==> src/rtl/gpu_host_port_arbiter.sv <==
// gpu_host_port_arbiter
// Round-robin arbiter that shares the single GPU RAM host port among several
// host-side requesters. One access is issued per clock through a registered
// issue stage. A tag pipeline matched to the RAM read latency routes the
// returning read data back to the requester that issued the read.
module gpu_host_port_arbiter #(
  parameter int NUM_REQ      = 4,
  parameter int ADDR_W       = 20,
  parameter int READ_LATENCY = 2,
  parameter int LOCK_MAX     = 15
) (
  input  logic                      clk,
  input  logic                      reset,
  input  logic [NUM_REQ-1:0]        req_valid,
  input  logic [NUM_REQ-1:0]        req_wr,
  input  logic [NUM_REQ-1:0]        req_16bit,
  input  logic [NUM_REQ-1:0]        req_lock,
  input  logic [NUM_REQ*ADDR_W-1:0] req_addr,
  input  logic [NUM_REQ*16-1:0]     req_wdata,
  output logic [NUM_REQ-1:0]        req_ack,
  output logic [NUM_REQ-1:0]        rd_valid,
  output logic [15:0]               rd_data,
  output logic                      host_wr_ena,
  output logic [ADDR_W-1:0]         host_addr,
  output logic [15:0]               host_wr_data,
  output logic                      ena_host_16bit,
  input  logic [15:0]               host_rd_data
);

  localparam int IDX_W = (NUM_REQ > 1) ? $clog2(NUM_REQ) : 1;
  localparam int CNT_W = (LOCK_MAX > 0) ? $clog2(LOCK_MAX + 1) : 1;
  localparam logic [IDX_W:0]   NUM_REQ_C  = (IDX_W + 1)'(NUM_REQ);
  localparam logic [IDX_W-1:0] LAST_IDX_C = IDX_W'(NUM_REQ - 1);
  localparam logic [CNT_W-1:0] LOCK_MAX_C = CNT_W'(LOCK_MAX);

  // Arbitration state
  logic [IDX_W-1:0]  rr_ptr_r;
  logic [IDX_W-1:0]  last_idx_r;
  logic              lock_active_r;
  logic [CNT_W-1:0]  lock_cnt_r;

  // Arbitration results
  logic              grant_valid_s;
  logic [IDX_W-1:0]  grant_idx_s;
  logic              lock_continue_s;
  logic              scan_hit_s;
  logic [IDX_W:0]    cand_s;
  logic [IDX_W-1:0]  next_ptr_s;
  logic [ADDR_W-1:0] sel_addr_s;
  logic [15:0]       sel_wdata_s;

  // Issue and return registers
  logic              host_wr_ena_r;
  logic [ADDR_W-1:0] host_addr_r;
  logic [15:0]       host_wr_data_r;
  logic              ena_host_16bit_r;
  logic              tag_vld_r [0:READ_LATENCY];
  logic [IDX_W-1:0]  tag_idx_r [0:READ_LATENCY];
  logic [NUM_REQ-1:0] rd_valid_r;
  logic [15:0]       rd_data_r;

  // Grant selection: a live lock under its limit wins, otherwise scan upward from rr_ptr
  always_comb begin
    grant_valid_s   = 1'b0;
    grant_idx_s     = '0;
    lock_continue_s = 1'b0;
    scan_hit_s      = 1'b0;
    cand_s          = '0;
    if (reset) begin
      grant_valid_s = 1'b0;
    end else if (lock_active_r && req_valid[last_idx_r] && (lock_cnt_r != LOCK_MAX_C)) begin
      grant_valid_s   = 1'b1;
      grant_idx_s     = last_idx_r;
      lock_continue_s = 1'b1;
    end else begin
      for (int i = 0; i < NUM_REQ; i++) begin
        cand_s        = {1'b0, rr_ptr_r} + (IDX_W + 1)'(i);
        cand_s        = (cand_s >= NUM_REQ_C) ? (cand_s - NUM_REQ_C) : cand_s;
        scan_hit_s    = !grant_valid_s && req_valid[cand_s[IDX_W-1:0]];
        grant_idx_s   = scan_hit_s ? cand_s[IDX_W-1:0] : grant_idx_s;
        grant_valid_s = grant_valid_s | scan_hit_s;
      end
    end
  end

  // Acknowledge, next-pointer and granted address/data selection
  always_comb begin
    req_ack     = '0;
    sel_addr_s  = '0;
    sel_wdata_s = '0;
    next_ptr_s  = (grant_idx_s == LAST_IDX_C) ? '0 : (grant_idx_s + IDX_W'(1));
    for (int k = 0; k < NUM_REQ; k++) begin
      sel_addr_s  = (grant_idx_s == IDX_W'(k)) ? req_addr[k*ADDR_W +: ADDR_W] : sel_addr_s;
      sel_wdata_s = (grant_idx_s == IDX_W'(k)) ? req_wdata[k*16 +: 16] : sel_wdata_s;
    end
    if (grant_valid_s) begin
      req_ack[grant_idx_s] = 1'b1;
    end else begin
      req_ack = '0;
    end
  end

  // Round-robin pointer and lock bookkeeping
  always_ff @(posedge clk) begin
    if (reset) begin
      rr_ptr_r      <= '0;
      last_idx_r    <= '0;
      lock_active_r <= 1'b0;
      lock_cnt_r    <= '0;
    end else if (grant_valid_s) begin
      last_idx_r    <= grant_idx_s;
      lock_active_r <= req_lock[grant_idx_s];
      lock_cnt_r    <= lock_continue_s ? (lock_cnt_r + CNT_W'(1)) : '0;
      if (!lock_continue_s) begin
        rr_ptr_r <= next_ptr_s;
      end
    end else begin
      lock_active_r <= 1'b0;
      lock_cnt_r    <= '0;
    end
  end

  // Issue register toward the RAM host port; idle cycles hold address/data
  always_ff @(posedge clk) begin
    if (reset) begin
      host_wr_ena_r    <= 1'b0;
      host_addr_r      <= '0;
      host_wr_data_r   <= '0;
      ena_host_16bit_r <= 1'b0;
    end else if (grant_valid_s) begin
      host_wr_ena_r    <= req_wr[grant_idx_s];
      host_addr_r      <= sel_addr_s;
      host_wr_data_r   <= sel_wdata_s;
      ena_host_16bit_r <= req_16bit[grant_idx_s];
    end else begin
      host_wr_ena_r    <= 1'b0;
    end
  end

  // Requester-tag pipeline aligned with the RAM read latency
  always_ff @(posedge clk) begin
    if (reset) begin
      for (int s = 0; s <= READ_LATENCY; s++) begin
        tag_vld_r[s] <= 1'b0;
        tag_idx_r[s] <= '0;
      end
    end else begin
      tag_vld_r[0] <= grant_valid_s && !req_wr[grant_idx_s];
      tag_idx_r[0] <= grant_idx_s;
      for (int s = 1; s <= READ_LATENCY; s++) begin
        tag_vld_r[s] <= tag_vld_r[s-1];
        tag_idx_r[s] <= tag_idx_r[s-1];
      end
    end
  end

  // Read return: capture RAM data and pulse the owning requester's valid
  always_ff @(posedge clk) begin
    if (reset) begin
      rd_valid_r <= '0;
      rd_data_r  <= '0;
    end else begin
      rd_valid_r <= '0;
      if (tag_vld_r[READ_LATENCY]) begin
        rd_valid_r[tag_idx_r[READ_LATENCY]] <= 1'b1;
        rd_data_r                           <= host_rd_data;
      end
    end
  end

  assign host_wr_ena    = host_wr_ena_r;
  assign host_addr      = host_addr_r;
  assign host_wr_data   = host_wr_data_r;
  assign ena_host_16bit = ena_host_16bit_r;
  assign rd_valid       = rd_valid_r;
  assign rd_data        = rd_data_r;

endmodule

==> config.mk <==
export PLATFORM = sky130hd
export DESIGN_NAME = gpu_host_port_arbiter
export DESIGN_NICKNAME = d
export VERILOG_FILES = /design/src/rtl/gpu_host_port_arbiter.sv
export SDC_FILE = /design/constraint.sdc
export NUM_CORES = 1
export LEC_CHECK = 0
export CAP_MARGIN = 40
export CORE_UTILIZATION = 39
export CTS_BUF_LIST = sky130_fd_sc_hd__clkbuf_4 sky130_fd_sc_hd__clkbuf_8
export CTS_CLUSTER_SIZE = 20
export DETAILED_ROUTE_END_ITERATION = 10
export PLACE_DENSITY = 0.85
export SLEW_MARGIN = 10
export SYNTH_ARGS = -nofsm -noshare
export SYNTH_HDL_FRONTEND = slang
export SYNTH_SLANG_ARGS = --single-unit
==> constraint.sdc <==
create_clock -name clk -period 6.1 [get_ports clk]
set_input_delay 1.83 -clock clk [delete_from_list [all_inputs] [get_ports clk]]
set_output_delay 1.83 -clock clk [all_outputs]
set_load 0.05 [all_outputs]
==> reports/results.ini, run 1 <==
[layout]
nNetsFinal=870
antenna_cells=0
layout-area-overhead-vs-synth_pct=71.6
drive_gt1_share_pct=7.08

[power]
p_total_mw=3.01
max-vdd-ir-drop_mv=0.200
leakage_nw=2.55
power.density_mw_per_mm2=447

[synth]
avgSynthCellArea_sq_um=8.39
synth_cell_type_count=43
ys.flop_type=dfxtp_1
synth.most_common_cell=dfxtp_1
synthesis.nets=651
yosysTopAreaCell=dfxtp_1
ys_ff_latch=76
synth_cells=468
synth_area_leaders=dfxtp_1 (39%), a221oi_1 (7.8%), nor2b_1 (7.3%)
yosysSeqAreaShare_pct=38.8
ys_top_cells_by_count=dfxtp_1 (76), nor2_1 (59), nor2b_1 (46)
synth-edff-count=0
yosysTopAreaCellShare_pct=38.8
synthArstFlopShare_pct=0
ys.warnings.count=0
synth_area_sq_mm=0.00393

[critical_path]
critical_path_required_ns=4.27
r2r_slack_ns=2.23
critPathMaxFanout=7
worstRegToRegCells=14
rr_endpoint=host_wr_data[10]
worst-setup-path-type=in -> out
end_kind=output pin
cp-start-kind=input port
r2r-start=rr_ptr_r[0]
crit_arrival_ns=4.07

[grt]
grt_pass1_vias=4207
grt_usage_pct=25.5
antenna_found_initial=0
gr-total-overflow=0
grt_pass1_wl_mm=20.3
grt_start_max_net_pins=83

[die]
start_util_pct=40.2
fp.dieH_um=102
core_area_sq_mm=0.00977
die_area_sq_mm=0.0105
num_rows=36
die_w_um=102
io-pin-count=240

[drt]
viasPerCell=5.33
first_pass_iters=4
wl_mm=13.7
vias=4398
remaining_drc_errors=0
drtIter0Drc=154
ant_nets=0
wl_per_cell_um=16.6

[timing]
finalCritPeriodShare_pct=96.7
clock.fmax_ghz=0.170
hold_violations=0
setup_violations=0
tightest_slew_ns=0.814
rsz0062_at_grt=no
fin_skew_ns=0.00750
drv_slew=0
slew_headroom_pct=45.8
min_period_ns=5.90
fin_tns_setup_ns=0

[cts]
cts_buffers=9
clk_pin_slew_ns=0.08
cts_tree=yes
cts.sinks=76
worst_skew_pair.late_latency_ns=0.35
clock_path_buffers=2
cts_root_buffer=clkbuf_8
post_cts_buffers=0
htree_levels=3

[hold_path]
min_to=tag_idx_r[0][5]
hold_path_depth=1
hold_class=reg -> reg
min_from=tag_idx_r[0][3]

[job]
max_cap_violations=0

[placed_design]
hpwlAfterDp_mm=10.0
gp_congestion=0.839
port_buffers=239

[status]
status=completed

==> flip-flops by register name, indices dropped and copies added, names as in the netlist <==
name and count:
last_idx_r 2, rd_valid 4, rd_data 16, tag_vld_r 3, ena_host_16bit 1, lock_cnt_r 4
host_addr 20, tag_idx_r 6, host_wr_data 16, lock_active_r 1, rr_ptr_r 2, host_wr_ena 1
==> metal layers <==
layer / GRT usage (%) / up-vias / wire, um
li1: - / 2152 / -
met1: 27.6 / 2011 / 5250
met2: 45.2 / 205 / 6840
met3: 7.87 / 30 / 1230
met4: 12.0 / 0 / 374
met5: 0 / - / 0
==> what timing repair did <==
action	CTS	global route
resized for setup	0	4
setup endpoints to repair	0	4
hold buffers	0	0
==> area by class of cell <==
cell class,count,area (sq um)
Clock buffer,10,138
Clock inverter,6,111
Inverter,10,37.5
Fill cell,773,3040
Multi-Input combinational cell,339,2230
Tap cell,133,166
Timing Repair Buffer,251,2530
Sequential cell,76,1520
==> worst max-delay path, cell delays in order <==
cell	delay, ns
clkdlybuf4s50_1	0.59
nor2b_1	0.25
a21oi_1	0.06
o211ai_1	0.28
o21a_4	0.21
nand2b_1	0.20
inv_1	0.09
ha_1	0.21
and2_1	0.17
buf_12	0.15
==> cell usage in the layout, fill, tap and decap left out, drive strengths merged, types with 5 or more instances in the layout <==
master and instances:
nand2 10, a21oi 43, a211oi 38, inv 10, buf 17, ha 5
nor2b 46, dfxtp 76, clkdlybuf4s50 233, nor2 59, clkbuf 10, a221oi 35
and2 7, mux2i 18, nor3 38
==> through the flow <==
step                cells  cell area, sq um  setup WS, ns  hold WS [ns]  util (%)
finish                825              6740         0.204         0.444      68.9
global route          825              6740        0.0632         0.465      68.9
CTS                   825              6710        0.0498         0.449      68.7
detailed placement    809              6460        0.0609         0.430      66.1
global placement      808              6450         0.184         0.417      66.0
floorplan             468              3930         0.121         0.414         -
==> kinds of logic after synthesis <==
group | share of synthesized area [%]
xor+xnor | 0.446
flops | 38.8
compound gates | 24.8
fa+ha+maj | 1.59
buf+inv | 5.16
mux | 6.98
simple gates | 22.2
==> worst max-delay path by stage <==
stage / from / end / slack (ns) / cells past startpoint
after floorplan: req_valid[0] / req_ack[1] / 0.12 / 10
after global placement: req_valid[1] / req_ack[3] / 0.18 / 10
after detailed placement: req_valid[1] / req_ack[1] / 0.06 / 10
after CTS: req_valid[1] / req_ack[1] / 0.05 / 10
after global routing: req_valid[2] / req_ack[1] / 0.06 / 10
final: req_valid[2] / req_ack[1] / 0.20 / 10
==> power breakdown <==
part,leakage [nW],internal (mW),switching (mW)
registers,0.625,0.652,0.105
clock network,0.122,0.283,0.191
logic,1.80,0.724,1.06
Power figures use the tool's default switching activity.
==> inputs of run 2 (changes only) <==
Settings changed: SLEW_MARGIN 10 to 15.
==> run 2 against run 1 <==
Largest power group unchanged. Final area fell by 0.74%. Core utilization down 0.51 points. Non-clock buffer count unchanged. Count of clock-buffer cells in the layout decreased by 1.
==> reports/results.ini, run 2 (synthesized netlist as in run 1, its figures left out) <==
[status]
status=completed

[placed_design]
place_area_sq_mm=0.00646  ; unchanged
port_buffers=239  ; unchanged
gp_congestion=0.839  ; unchanged
preCtsSetupSlack_ns=0.0484  ; -0.0126 ns
dpl.cell_count=809  ; unchanged
hpwlAfterDp_mm=10.0  ; -0.25%

[die]
io-pin-count=240  ; unchanged
start_util_pct=40.2  ; unchanged
die_area_sq_mm=0.0105  ; unchanged
core_area_sq_mm=0.00977  ; unchanged
die_w_um=102  ; unchanged
num_rows=36  ; unchanged
fp.dieH_um=102  ; unchanged

[grt]
grt_pass1_vias=4214  ; +0.17%
gr-total-overflow=0  ; unchanged
antenna_found_initial=0  ; unchanged
grt_start_max_net_pins=83  ; unchanged
grt_pass1_wl_mm=20.4  ; +0.34%
grt_usage_pct=25.3  ; -0.16 points

[timing]
setup_violations=0  ; unchanged
drv_slew=0  ; unchanged
fin_tns_setup_ns=0  ; unchanged
rsz0062_at_grt=no
tightest_slew_ns=0.809  ; -0.00438 ns
clock.fmax_ghz=0.169  ; -0.38%
finalCritPeriodShare_pct=97.0  ; +0.37 points
fin_skew_ns=0.00733  ; -0.000175 ns
slew_headroom_pct=46.1  ; +0.29 points
hold_violations=0  ; unchanged
min_period_ns=5.92  ; +0.0227 ns
setup_ws_ns=0.182  ; -0.0227 ns

[power]
power.density_mw_per_mm2=439  ; -1.9%
internal_power_mw=1.57  ; -5.3%
leakage_nw=2.52  ; -1.1%
p_clk_share_pct=13.7  ; -2.0 points
max-vdd-ir-drop_mv=0.205  ; +2.8%
switchingPower_mw=1.36  ; +0.80%
seqPwrFrac_pct=25.8  ; +0.6 points
switching_share_pct=46.5  ; +1.6 points
p_comb_share_pct=60.5  ; +1.4 points

[layout]
drive_gt1_share_pct=6.94  ; -0.14 points
fin_cells=825  ; unchanged
antenna_cells=0  ; unchanged
layout_commonest_cell=clkdlybuf4s50_1
largest_register_ffs=20  ; unchanged
fill_cells=782  ; +1.2%
layout-area-overhead-vs-synth_pct=70.3
final_cell_mix=clkdlybuf4s50_1 (233), dfxtp_1 (76), nor2_1 (59), nor2b_1 (45), a21oi_1 (43)
nNetsFinal=870  ; unchanged
design_area_sq_mm=0.00669  ; -0.74%

[critical_path]
worstRegToRegCells=14  ; unchanged
end_kind=output pin
cp-start-kind=input port
critPathMaxFanout=7  ; unchanged
critical_path_required_ns=4.27  ; about the same
worst-setup-path-type=in -> out
crit_arrival_ns=4.09  ; +0.02 ns
r2r_slack_ns=2.28  ; +0.05 ns

[cts]
clock_path_buffers=2  ; unchanged
clk_pin_slew_ns=0.09  ; about the same
cts.sinks=76  ; unchanged
htree_levels=3  ; unchanged
worst_skew_pair.late_latency_ns=0.35  ; about the same
ctsHoldBuffers=0  ; unchanged
cts_tree=yes
cts_root_buffer=clkbuf_8
cts_buffers=9  ; unchanged

[drt]
drtIter0Drc=121  ; -21%
wl_mm=13.6  ; -0.96%
remaining_drc_errors=0  ; unchanged
vias=4438  ; +0.91%
first_pass_iters=5  ; +1
viasPerCell=5.38  ; +0.91%
ant_nets=0  ; unchanged
wl_per_cell_um=16.4  ; -0.96%

[hold_path]
hold_class=reg -> reg
hold_path_depth=1  ; unchanged

[job]
max_cap_violations=0  ; unchanged

## run 2: cell types whose count changed in the layout (fill, tap and decap cells not counted), sizes merged
cell,before,now
inv,10,13
bufinv,3,1
clkinv,2,0
clkinvlp,1,3
clkbuf,10,9
## run 2: power groups by stage
stage / clock network, mW / logic, mW / registers, mW
final: 0.401 / 1.77 / 0.757
after detailed placement: 0 / 1.77 / 0.766
after global placement: 0 / 1.73 / 0.761
after global routing: 0.428 / 1.90 / 0.779
after floorplan: 0 / 0.772 / 1.17
after CTS: 0.412 / 1.78 / 0.756
## run 2: repair_timing
action / 4_1_cts / 5_1_grt
resized for setup: 0 / 3
buffers inserted: 0 / 0
endpoints found under the setup margin: 0 / 3
## run 2: critical path: stages
cell and delay, ns:
clkdlybuf4s50_1 0.59, nor2b_1 0.25, a21oi_1 0.06, o211ai_1 0.28, o21a_4 0.22, nand2b_1 0.22
inv_1 0.10, ha_1 0.22, and2_1 0.17, buf_12 0.15
## run 2: path summary, 6_finish.rpt
check,start,endpoint
max,req_valid[2],req_ack[1]
min,tag_idx_r[0][3],tag_idx_r[0][5]
max reg2reg,rr_ptr_r[0],host_wr_data[10]
min reg2reg,tag_idx_r[0][3],tag_idx_r[0][5]
## run 2: stage by stage
| stage | utilization [%] | total power, mW | hold slack, ns |
|---|---|---|---|
| CTS | 68.2 | 2.95 | 0.449 |
| global placement | 66.0 | 2.49 | 0.417 |
| floorplan | - | 1.94 | 0.414 |
| global route | 68.4 | 3.11 | 0.464 |
| detailed placement | 66.1 | 2.54 | 0.425 |
| finish | 68.4 | 2.93 | 0.439 |
## run 2: layer usage
| metal | GRT usage, % | vias up | routed length (um) | part of all wire (%) |
|---|---|---|---|---|
| li1 | - | 2160 | - | - |
| met1 | 27.6 | 2036 | 5110 | 38 |
| met2 | 45.0 | 213 | 6850 | 51 |
| met3 | 7.59 | 29 | 1270 | 9.4 |
| met4 | 11.8 | 0 | 319 | 2.4 |
| met5 | 0 | - | 0 | 0 |
## run 2: final cells by class
class	count	area, sq um	area share, %
clock buffers	9	124	1.85
clock inverters	7	81.3	1.22
inverters	10	37.5	0.561
multi-input cells	339	2230	33.3
flip-flops and latches	76	1520	22.8
well taps	133	166	2.49
repair buffers	251	2530	37.8
==> inputs of run 3 (changes only) <==
--- a/config.mk
+++ b/config.mk
@@ -7,9 +7,11 @@
 export LEC_CHECK = 0
 export CAP_MARGIN = 40
-export CORE_UTILIZATION = 39
+export CORE_AREA = 2 2 94 96
 export CTS_BUF_LIST = sky130_fd_sc_hd__clkbuf_4 sky130_fd_sc_hd__clkbuf_8
 export CTS_CLUSTER_SIZE = 20
 export DETAILED_ROUTE_END_ITERATION = 10
-export PLACE_DENSITY = 0.85
+export DIE_AREA = 0 0 96 98
+export DONT_BUFFER_PORTS = 1
+export PLACE_DENSITY = 0.63
 export SLEW_MARGIN = 15
 export SYNTH_ARGS = -nofsm -noshare
==> constraint.sdc (replaced) <==
create_clock -name clk -period 6.1 [get_ports clk]
set_input_delay 1.83 -clock clk [delete_from_list [all_inputs] [get_ports clk]]
set_output_delay 1.83 -clock clk [all_outputs]
set_load 0.005 [all_outputs]
==> run 3 against run 2 <==
Final area fell by 38%. Fmax grew 10%. Wire length decreased by 24%. Combinational power shrank 51%. Count of clock-buffer cells in the layout unchanged. Non-clock buffer count decreased by 246.
==> reports/results.ini, run 3 (synthesized netlist as in run 1, its figures left out) <==
[status]
status=completed

[critical_path]
r2r_slack_ns=2.49  ; +0.21 ns
crit_end=req_ack[1]
end_kind=output pin
critical_path_required_ns=4.27  ; about the same
cp_slowest_stage_delay_ns=0.27  ; -0.32 ns
worst-setup-path-type=in -> out
critPathMaxFanout=9  ; +2
cp-start-kind=input port
worstRegToRegCells=14  ; unchanged
rr_endpoint=host_wr_data[1]
crit_arrival_ns=3.53  ; -0.56 ns
r2r-start=last_idx_r[0]
worstSetupStartpoint=req_valid[0]
crit_chain=mux2_4 > o211a_4 > nand2_1 > a31oi_1 > nand2b_1 > inv_1 > ha_1 > and2_1
cp_slowest_cell=a31oi_1

[timing]
setup_ws_ns=0.739  ; +0.557 ns
fin_tns_setup_ns=0  ; unchanged
rsz0062_at_grt=no
finalCritPeriodShare_pct=87.9  ; -9.1 points
fin_skew_ns=0.00806  ; +0.000735 ns
setup_violations=0  ; unchanged
tightest_slew_ns=0.877  ; +0.0675 ns
min_period_ns=5.36  ; -0.557 ns
drv_slew=0  ; unchanged
clock.fmax_ghz=0.187  ; +10%
hold_violations=0  ; unchanged
slew_headroom_pct=41.5  ; -4.6 points

[die]
die_area_sq_mm=0.00941  ; -10%
fp.dieH_um=98  ; -4.2%
core_area_sq_mm=0.00847  ; -13%
num_rows=34  ; -5.6%
io-pin-count=240  ; unchanged
start_util_pct=46.4  ; +6.2 points
die_w_um=96  ; -6.2%

[cts]
post_cts_buffers=0  ; unchanged
cts_root_buffer=clkbuf_8
clock_path_buffers=2  ; unchanged
cts.sinks=76  ; unchanged
cts_resized=0  ; unchanged
cts_tree=yes
clk_pin_slew_ns=0.09  ; about the same
ctsHoldBuffers=0  ; unchanged
htree_levels=3  ; unchanged
worst_skew_pair.late_latency_ns=0.35  ; about the same
cts_buffers=9  ; unchanged

[drt]
viasPerCell=6.08  ; +13%
remaining_drc_errors=0  ; unchanged
ant_nets=0  ; unchanged
drtIter0Drc=122  ; +0.83%
wl_per_cell_um=18.6  ; +13%
first_pass_iters=4  ; -1
vias=3372  ; -24%
wl_mm=10.3  ; -24%

[power]
p_total_mw=2.06  ; -30%
internal_power_mw=1.24  ; -21%
p_clk_share_pct=19.4  ; +5.7 points
power.density_mw_per_mm2=496  ; +13%
p_comb_share_pct=41.7  ; -19 points
max-vdd-ir-drop_mv=0.174  ; -15%
switching_share_pct=39.7  ; -6.7 points
switchingPower_mw=0.819  ; -40%
seqPwrFrac_pct=38.8  ; +13 points
leakage_nw=1.54  ; -39%

[grt]
grtUsageMet2_pct=34.9  ; -10 points
grt_usage_pct=21.6  ; -3.8 points
gr-total-overflow=0  ; unchanged
grt_start_max_net_pins=83  ; unchanged
antenna_found_initial=2  ; +2
met1_usage_pct=24.6  ; -3.0 points
grt_pass1_vias=3240  ; -23%
grt_pass1_wl_mm=15.7  ; -23%
busiest_layer=met2
grt_util_met3_pct=7.02  ; -0.57 points

[layout]
drive_gt1_share_pct=7.62  ; +0.69 points
layout-area-overhead-vs-synth_pct=5.83
largest_register_ffs=20  ; unchanged
design_area_sq_mm=0.00415  ; -38%
layout_commonest_cell=dfxtp_1
nNetsFinal=624  ; -28%
final_cell_mix=dfxtp_1 (76), nor2_1 (59), nor2b_1 (45), a21oi_1 (43)

[job]
max_cap_violations=0  ; unchanged

[placed_design]
place_area_sq_mm=0.00395  ; -39%
gp_congestion=0.804  ; -4.1%
port_buffers=0  ; -100%
hpwlAfterDp_mm=7.64  ; -24%
preCtsSetupSlack_ns=0.755  ; +0.706 ns

[hold_path]
hold_class=reg -> reg

## run 3: area by class of cell
type / count / area [sq um]
fill: 818 / 4310
multi-input combinational: 339 / 2210
sequential: 76 / 1520
tap: 108 / 135
clock buffer: 9 / 124
clock inverter: 7 / 82.6
timing repair buffer: 5 / 37.5
inverter: 10 / 37.5
antenna: 1 / 2.50
## run 3: critical path, delay by kind of cell
family / cells / cell delay, ns
AOI/OAI and AO/OA: 2 / 0.51
adders and majority gates: 1 / 0.20
muxes: 1 / 0.26
and+or+nand+nor: 3 / 0.64
buffers and inverters: 1 / 0.10
## run 3: power groups by stage
stage	clock [mW]	combinational, mW	sequential [mW]
2_1_floorplan	0	0.752	0.746
3_3_place_gp	0	0.843	0.813
3_5_place_dp	0	0.873	0.815
4_1_cts	0.416	0.873	0.804
5_1_grt	0.439	0.996	0.820
6_report	0.401	0.861	0.801
## run 3: how the worst min path moves through the flow
stage / from / to / slack (ns) / cells after the start
CTS: tag_vld_r[0][0] / tag_vld_r[0][1] / 0.45 / 1
detailed placement: tag_vld_r[0][0] / tag_vld_r[0][1] / 0.43 / 1
finish: tag_vld_r[0][0] / tag_vld_r[0][1] / 0.44 / 1
global placement: tag_idx_r[0][1] / tag_idx_r[0][3] / 0.42 / 1
global route: tag_vld_r[0][0] / tag_vld_r[0][1] / 0.46 / 1
floorplan: tag_idx_r[0][0] / tag_idx_r[0][2] / 0.41 / 1
## run 3: metrics by stage
stage,util (%),hold slack (ns),cells
2_1_floorplan,-,0.414,468
3_3_place_gp,46.6,0.419,538
3_5_place_dp,46.6,0.426,538
4_1_cts,49.0,0.448,554
5_1_grt,49.1,0.457,555
6_report,49.1,0.445,555
## run 3: layer usage
layer	up-vias	part of all wire, %
met5	-	0.15
met4	2	3.9
met3	27	9.2
met2	158	48
met1	1518	38
li1	1667	-
